`src/rtl/phase_acc.sv`:
```
// Phase accumulator (NCO core) with shadowed frequency/phase updates.
// Updates made while running are held pending and take effect on the
// next accumulator overflow, so a waveform period is never cut short.
module phase_acc #(
  parameter int unsigned ACC_W = 24
) (
  input  logic        clk,
  input  logic        rst_n,
  input  logic        en,
  input  logic [13:0] state_freq,
  input  logic [7:0]  state_phase,
  input  logic        upd,
  output logic        upd_ack,
  output logic [13:0] cnt,
  output logic        wrap,
  output logic        busy
);

  localparam int unsigned FREQ_W  = 14;
  localparam int unsigned PHASE_W = 8;
  localparam int unsigned CNT_W   = 14;
  localparam int unsigned PAD_W   = CNT_W - PHASE_W;

  typedef enum logic [1:0] {
    ST_IDLE = 2'd0,
    ST_RUN  = 2'd1,
    ST_PEND = 2'd2
  } state_t;

  state_t               r_state;
  state_t               w_state_next;

  logic [ACC_W-1:0]     r_acc;
  logic [FREQ_W-1:0]    r_freq_a;
  logic [PHASE_W-1:0]   r_phase_a;
  logic [FREQ_W-1:0]    r_freq_s;
  logic [PHASE_W-1:0]   r_phase_s;
  logic [CNT_W-1:0]     r_cnt;
  logic                 r_wrap;
  logic                 r_ack;
  logic                 r_busy;

  logic [ACC_W:0]       w_sum;
  logic [ACC_W-1:0]     w_acc_next;
  logic                 w_carry;
  logic [CNT_W-1:0]     w_cnt_next;
  logic [FREQ_W-1:0]    w_freq_s_next;
  logic [PHASE_W-1:0]   w_phase_s_next;
  logic                 w_commit;
  logic                 w_commit_latest;
  logic [FREQ_W-1:0]    w_freq_commit;
  logic [PHASE_W-1:0]   w_phase_commit;

  // Accumulator add with carry-out, phase-offset output word, and shadow capture.
  always_comb begin
    w_sum          = {1'b0, r_acc} + (ACC_W+1)'(r_freq_a);
    w_acc_next     = w_sum[ACC_W-1:0];
    w_carry        = w_sum[ACC_W];
    w_cnt_next     = w_acc_next[ACC_W-1 -: CNT_W] + {r_phase_a, PAD_W'(0)};
    w_freq_s_next  = upd ? state_freq  : r_freq_s;
    w_phase_s_next = upd ? state_phase : r_phase_s;
  end

  // State register.
  always_ff @(posedge clk) begin
    if (!rst_n) r_state <= ST_IDLE;
    else        r_state <= w_state_next;
  end

  // Next state and update-commit decision.
  always_comb begin
    w_state_next    = r_state;
    w_commit        = 1'b0;
    w_commit_latest = 1'b0;
    unique case (r_state)
      ST_IDLE: begin
        if (!en) begin
          w_commit        = upd;
          w_commit_latest = 1'b1;
        end else if (upd) begin
          w_state_next = ST_PEND;
        end else begin
          w_state_next = ST_RUN;
        end
      end
      ST_RUN: begin
        if (!en) begin
          w_state_next    = ST_IDLE;
          w_commit        = upd;
          w_commit_latest = 1'b1;
        end else if (upd) begin
          w_state_next = ST_PEND;
        end
      end
      ST_PEND: begin
        if (!en) begin
          // Stopping flushes the pending update, including any same-cycle request.
          w_state_next    = ST_IDLE;
          w_commit        = 1'b1;
          w_commit_latest = 1'b1;
        end else if (w_carry) begin
          // Overflow commits the prior shadow; a coincident request re-arms PEND.
          w_commit     = 1'b1;
          w_state_next = upd ? ST_PEND : ST_RUN;
        end
      end
      default: w_state_next = ST_IDLE;
    endcase
    w_freq_commit  = w_commit_latest ? w_freq_s_next  : r_freq_s;
    w_phase_commit = w_commit_latest ? w_phase_s_next : r_phase_s;
  end

  // Datapath and registered outputs.
  always_ff @(posedge clk) begin
    if (!rst_n) begin
      r_acc     <= '0;
      r_freq_a  <= '0;
      r_phase_a <= '0;
      r_freq_s  <= '0;
      r_phase_s <= '0;
      r_cnt     <= '0;
      r_wrap    <= 1'b0;
      r_ack     <= 1'b0;
      r_busy    <= 1'b0;
    end else begin
      r_freq_s  <= w_freq_s_next;
      r_phase_s <= w_phase_s_next;
      r_ack     <= w_commit;
      r_busy    <= (w_state_next == ST_PEND);
      if (en) begin
        r_acc  <= w_acc_next;
        r_cnt  <= w_cnt_next;
        r_wrap <= w_carry;
      end else begin
        r_wrap <= 1'b0;
      end
      if (w_commit) begin
        r_freq_a  <= w_freq_commit;
        r_phase_a <= w_phase_commit;
      end
    end
  end

  assign upd_ack = r_ack;
  assign cnt     = r_cnt;
  assign wrap    = r_wrap;
  assign busy    = r_busy;

endmodule

```
`config.mk`:
```
export PLATFORM = sky130hd
export DESIGN_NAME = phase_acc
export DESIGN_NICKNAME = d
export VERILOG_FILES = /design/src/rtl/phase_acc.sv
export SDC_FILE = /design/constraint.sdc
export NUM_CORES = 1
export LEC_CHECK = 0
export CORE_MARGIN = 10
export CORE_UTILIZATION = 40
export DETAILED_ROUTE_END_ITERATION = 10
export GPL_TIMING_DRIVEN = 1
export PLACE_DENSITY_LB_ADDON = 0.3
export SETUP_SLACK_MARGIN = 0.05
export SLEW_MARGIN = 20
export SYNTH_ARGS = -nofsm -noshare
export SYNTH_HDL_FRONTEND = slang
export SYNTH_SLANG_ARGS = --single-unit
```
`constraint.sdc`:
```
create_clock -name clk -period 4.6 [get_ports clk]
set_input_delay 0.92 -clock clk [delete_from_list [all_inputs] [get_ports clk]]
set_output_delay 0.92 -clock clk [all_outputs]
set_load 0.02 [all_outputs]
```
==> impl_metrics.ini <==
[sta]
tightest_slew_ns = 0.869
hold_viol = 0
maxClockFrequency_ghz = 0.259
post-route-period-util_pct = 83.9
holdWs_ns = 0.486
setup_violations = 0
maxSlewHeadroom_pct = 41.9
rsz0062_at_grt = false
setup_tns_ns = 0
maxSlewViolCount = 0
period_minus_slack_ns = 3.86
fin_skew_ns = 0.00804

[setup_path]
worstSetupPathType = reg2reg
critPathMaxFanout = 7
cp.required_ns = 4.88
end_kind = flop
cp.arrival_ns = 4.13
start_kind = flop

[status]
run_status = completed

[placed_design]
place_area_mm2 = 0.00486
dp_cells = 644
io_buffers = 42
place.gp.congestion = 0.832
post-dp-hpwl_um = 7220

[pwr]
ir_worst_vdd_mv = 0.162
p_leak_nw = 2.14
power_density_mw_per_mm2 = 285
power.total_mw = 1.43

[die]
io_pins = 43
initial_utilization_pct = 40.6
core_mm2 = 0.0108
die_height_um = 125
dieArea_mm2 = 0.0155
chipWidth_um = 125
num_rows = 38

[finish]
diodes = 0
postLayoutCellArea_mm2 = 0.00504
multi_input_area_mm2 = 0.00253
nets = 564
syn2layout_area_growth_pct = 15.0
layoutNonFillerInstCount = 659
drive_gt1_share_pct = 6.17
nFillCells = 1050
seq_area_mm2 = 0.00162

[clock_network]
cts.reportedPaths.clkPinSlew_ns = 0.08
cts_resized = 0
cts_hold_buf = 0
clockBufferDepth = 2
cts_tree = yes
htreeDepth = 3
cts-root-buf = clkbuf_8
numCtsBuffers = 9
cts_setup_buffers = 0
clock_sinks = 81
clkLatencyLatePin_ns = 0.35

[run]
maxCapViolations = 0

[yosys]
synth-seq-area-share_pct = 37.0
synthTopCellsByArea = dfxtp_1 37%, mux2i_1 13%, nor2_1 8.9%
netlist_instances = 485
synth-warning-count = 0
synth_top_cell_by_area = dfxtp_1
synth_nets = 534
ys_async_sr_fraction_pct = 0
ys_ff_latch = 81
synth_edf_count = 0
synth_top_area_share_pct = 37.0
synthFlopType = dfxtp_1
synth_area_mm2 = 0.00438
syn_avg_cell_area_um2 = 9.03
synth_cell_types = 46

[grt]
use_met1_pct = 16.1
grt_pass1_wl_um = 16500
met2_usage_pct = 19.9
grt_max_degree = 51
busiest_layer = met2
grt-ovfl-total = 0
met3_usage_pct = 2.85
antenna_found_initial = 0
track_usage_pct = 12.5
grt_pass1_vias = 3356

[routing]
antenna_left = 0
drt_pass1_iterations = 4
drc_errors = 0
wl_per_cell_um = 14.8
finalWirelength_um = 9720
drt_iter0_drc = 197
vias = 3433
vias_per_cell = 5.21

[min_path]
worst_hold_path_type = reg2reg
[logic make-up after synthesis]
logic type / count (synthesis) / synth area share (%)
buf+inv: 43 / 5.11
flops: 81 / 37.0
mux: 58 / 13.3
fa+ha+maj: 23 / 6.91
compound gates: 87 / 14.6
simple gates: 159 / 16.3
xor+xnor: 34 / 6.80
[through the flow]
step           setup WS, ns  util, %
6_report              0.741     46.7
5_1_grt               0.385     46.7
4_1_cts               0.735     46.7
3_5_place_dp          0.748     45.0
3_3_place_gp          0.904     45.0
2_1_floorplan          1.20        -
[state kept, by name, indices dropped and copies added (netlist names), 2 cells and up]
register   count
r_freq_a      14
r_freq_s      14
r_phase_a      8
cnt            8
r_state        2
r_phase_s      8
r_acc         24
[per-layer routing]
metal	routed length, µm	vias to the layer above
li1	-	1751
met1	4740	1600
met2	4440	68
met3	379	14
met4	158	0
met5	0	-
[power by group]
part	total, mW	internal (mW)	switching (mW)
Clock	0.485	0.235	0.250
Sequential	0.752	0.733	0.0198
Combinational	0.197	0.0929	0.104
Total	1.43	1.06	0.374
[worst max-delay path, cell delays in order (launching register included)]
cell	delay, ns
dfxtp_1	0.34
ha_1	0.17
inv_1	0.05
fa_1	0.39
nor2b_1	0.12
o21a_1	0.13
o21ai_1	0.08
a21oi_1	0.32
a21oi_4	0.15
nor2_1	0.31
nand2_1	0.11
xnor2_1	0.15
ha_1	0.18
inv_1	0.06
fa_1	0.40
nor2b_1	0.13
o21ai_0	0.08
nand2b_1	0.11
a21o_1	0.13
a21oi_1	0.07
xor2_1	0.14
o21ai_0	0.15
[area by class of cell]
cell class	count	share of cell area [%]
tap	140	3.48
clock buffer	12	3.28
sequential	81	32.2
multi-input combinational	361	50.3
inverter	12	0.894
clock inverter	3	0.298
timing repair buffer	50	9.54
[cell usage after synthesis (all sizes together), types with 2 or more instances]
library cell / instances
fa: 2
inv: 11
a21oi: 24
or2: 2
o211ai: 2
a221o: 22
nand2: 15
buf: 16
nor3: 4
and3: 4
nor2b: 4
xor2: 8
and2: 3
a21o: 7
dfxtp: 81
ha: 21
dlymetal6s2s: 2
o22ai: 2
nor2: 104
xnor2: 26
o21a: 5
nand4: 2
clkbuf: 13
a211oi: 7
mux2i: 58
nand3b: 4
o21ai: 15
nand2b: 3
nand3: 10
[cells in the final DEF, fill, tap and decap left out, drive strengths merged, types with 2 or more instances in the layout]
master / netlist / layout
nand2: 15 / 15
a211oi: 7 / 7
a221o: 22 / 22
a21o: 7 / 7
and3: 4 / 4
a21oi: 24 / 24
nor2: 104 / 104
clkdlybuf4s50: 0 / 42
o22ai: 2 / 2
clkinv: 1 / 4
nand4: 2 / 2
mux2i: 58 / 58
o21ai: 15 / 15
nand3: 10 / 10
buf: 16 / 8
and2: 3 / 3
nor2b: 4 / 4
o211ai: 2 / 2
or2: 2 / 2
inv: 11 / 11
xor2: 8 / 8
clkbuf: 13 / 12
ha: 21 / 21
nor3: 4 / 4
xnor2: 26 / 26
fa: 2 / 2
nand3b: 4 / 4
o21a: 5 / 5
nand2b: 3 / 3
dfxtp: 81 / 81
[final timing paths]
| check | start | to | slack [ns] | cells after the start |
|---|---|---|---|---|
| worst min register to register | cnt[7] | cnt[7] | 0.49 | 2 |
| worst max register to register | r_acc[0] | cnt[12] | 0.74 | 21 |
| worst max-delay path | r_acc[0] | cnt[12] | 0.74 | 21 |
| worst min-delay path | cnt[7] | cnt[7] | 0.49 | 2 |
Note: power is estimated with default switching activity, not from simulation.
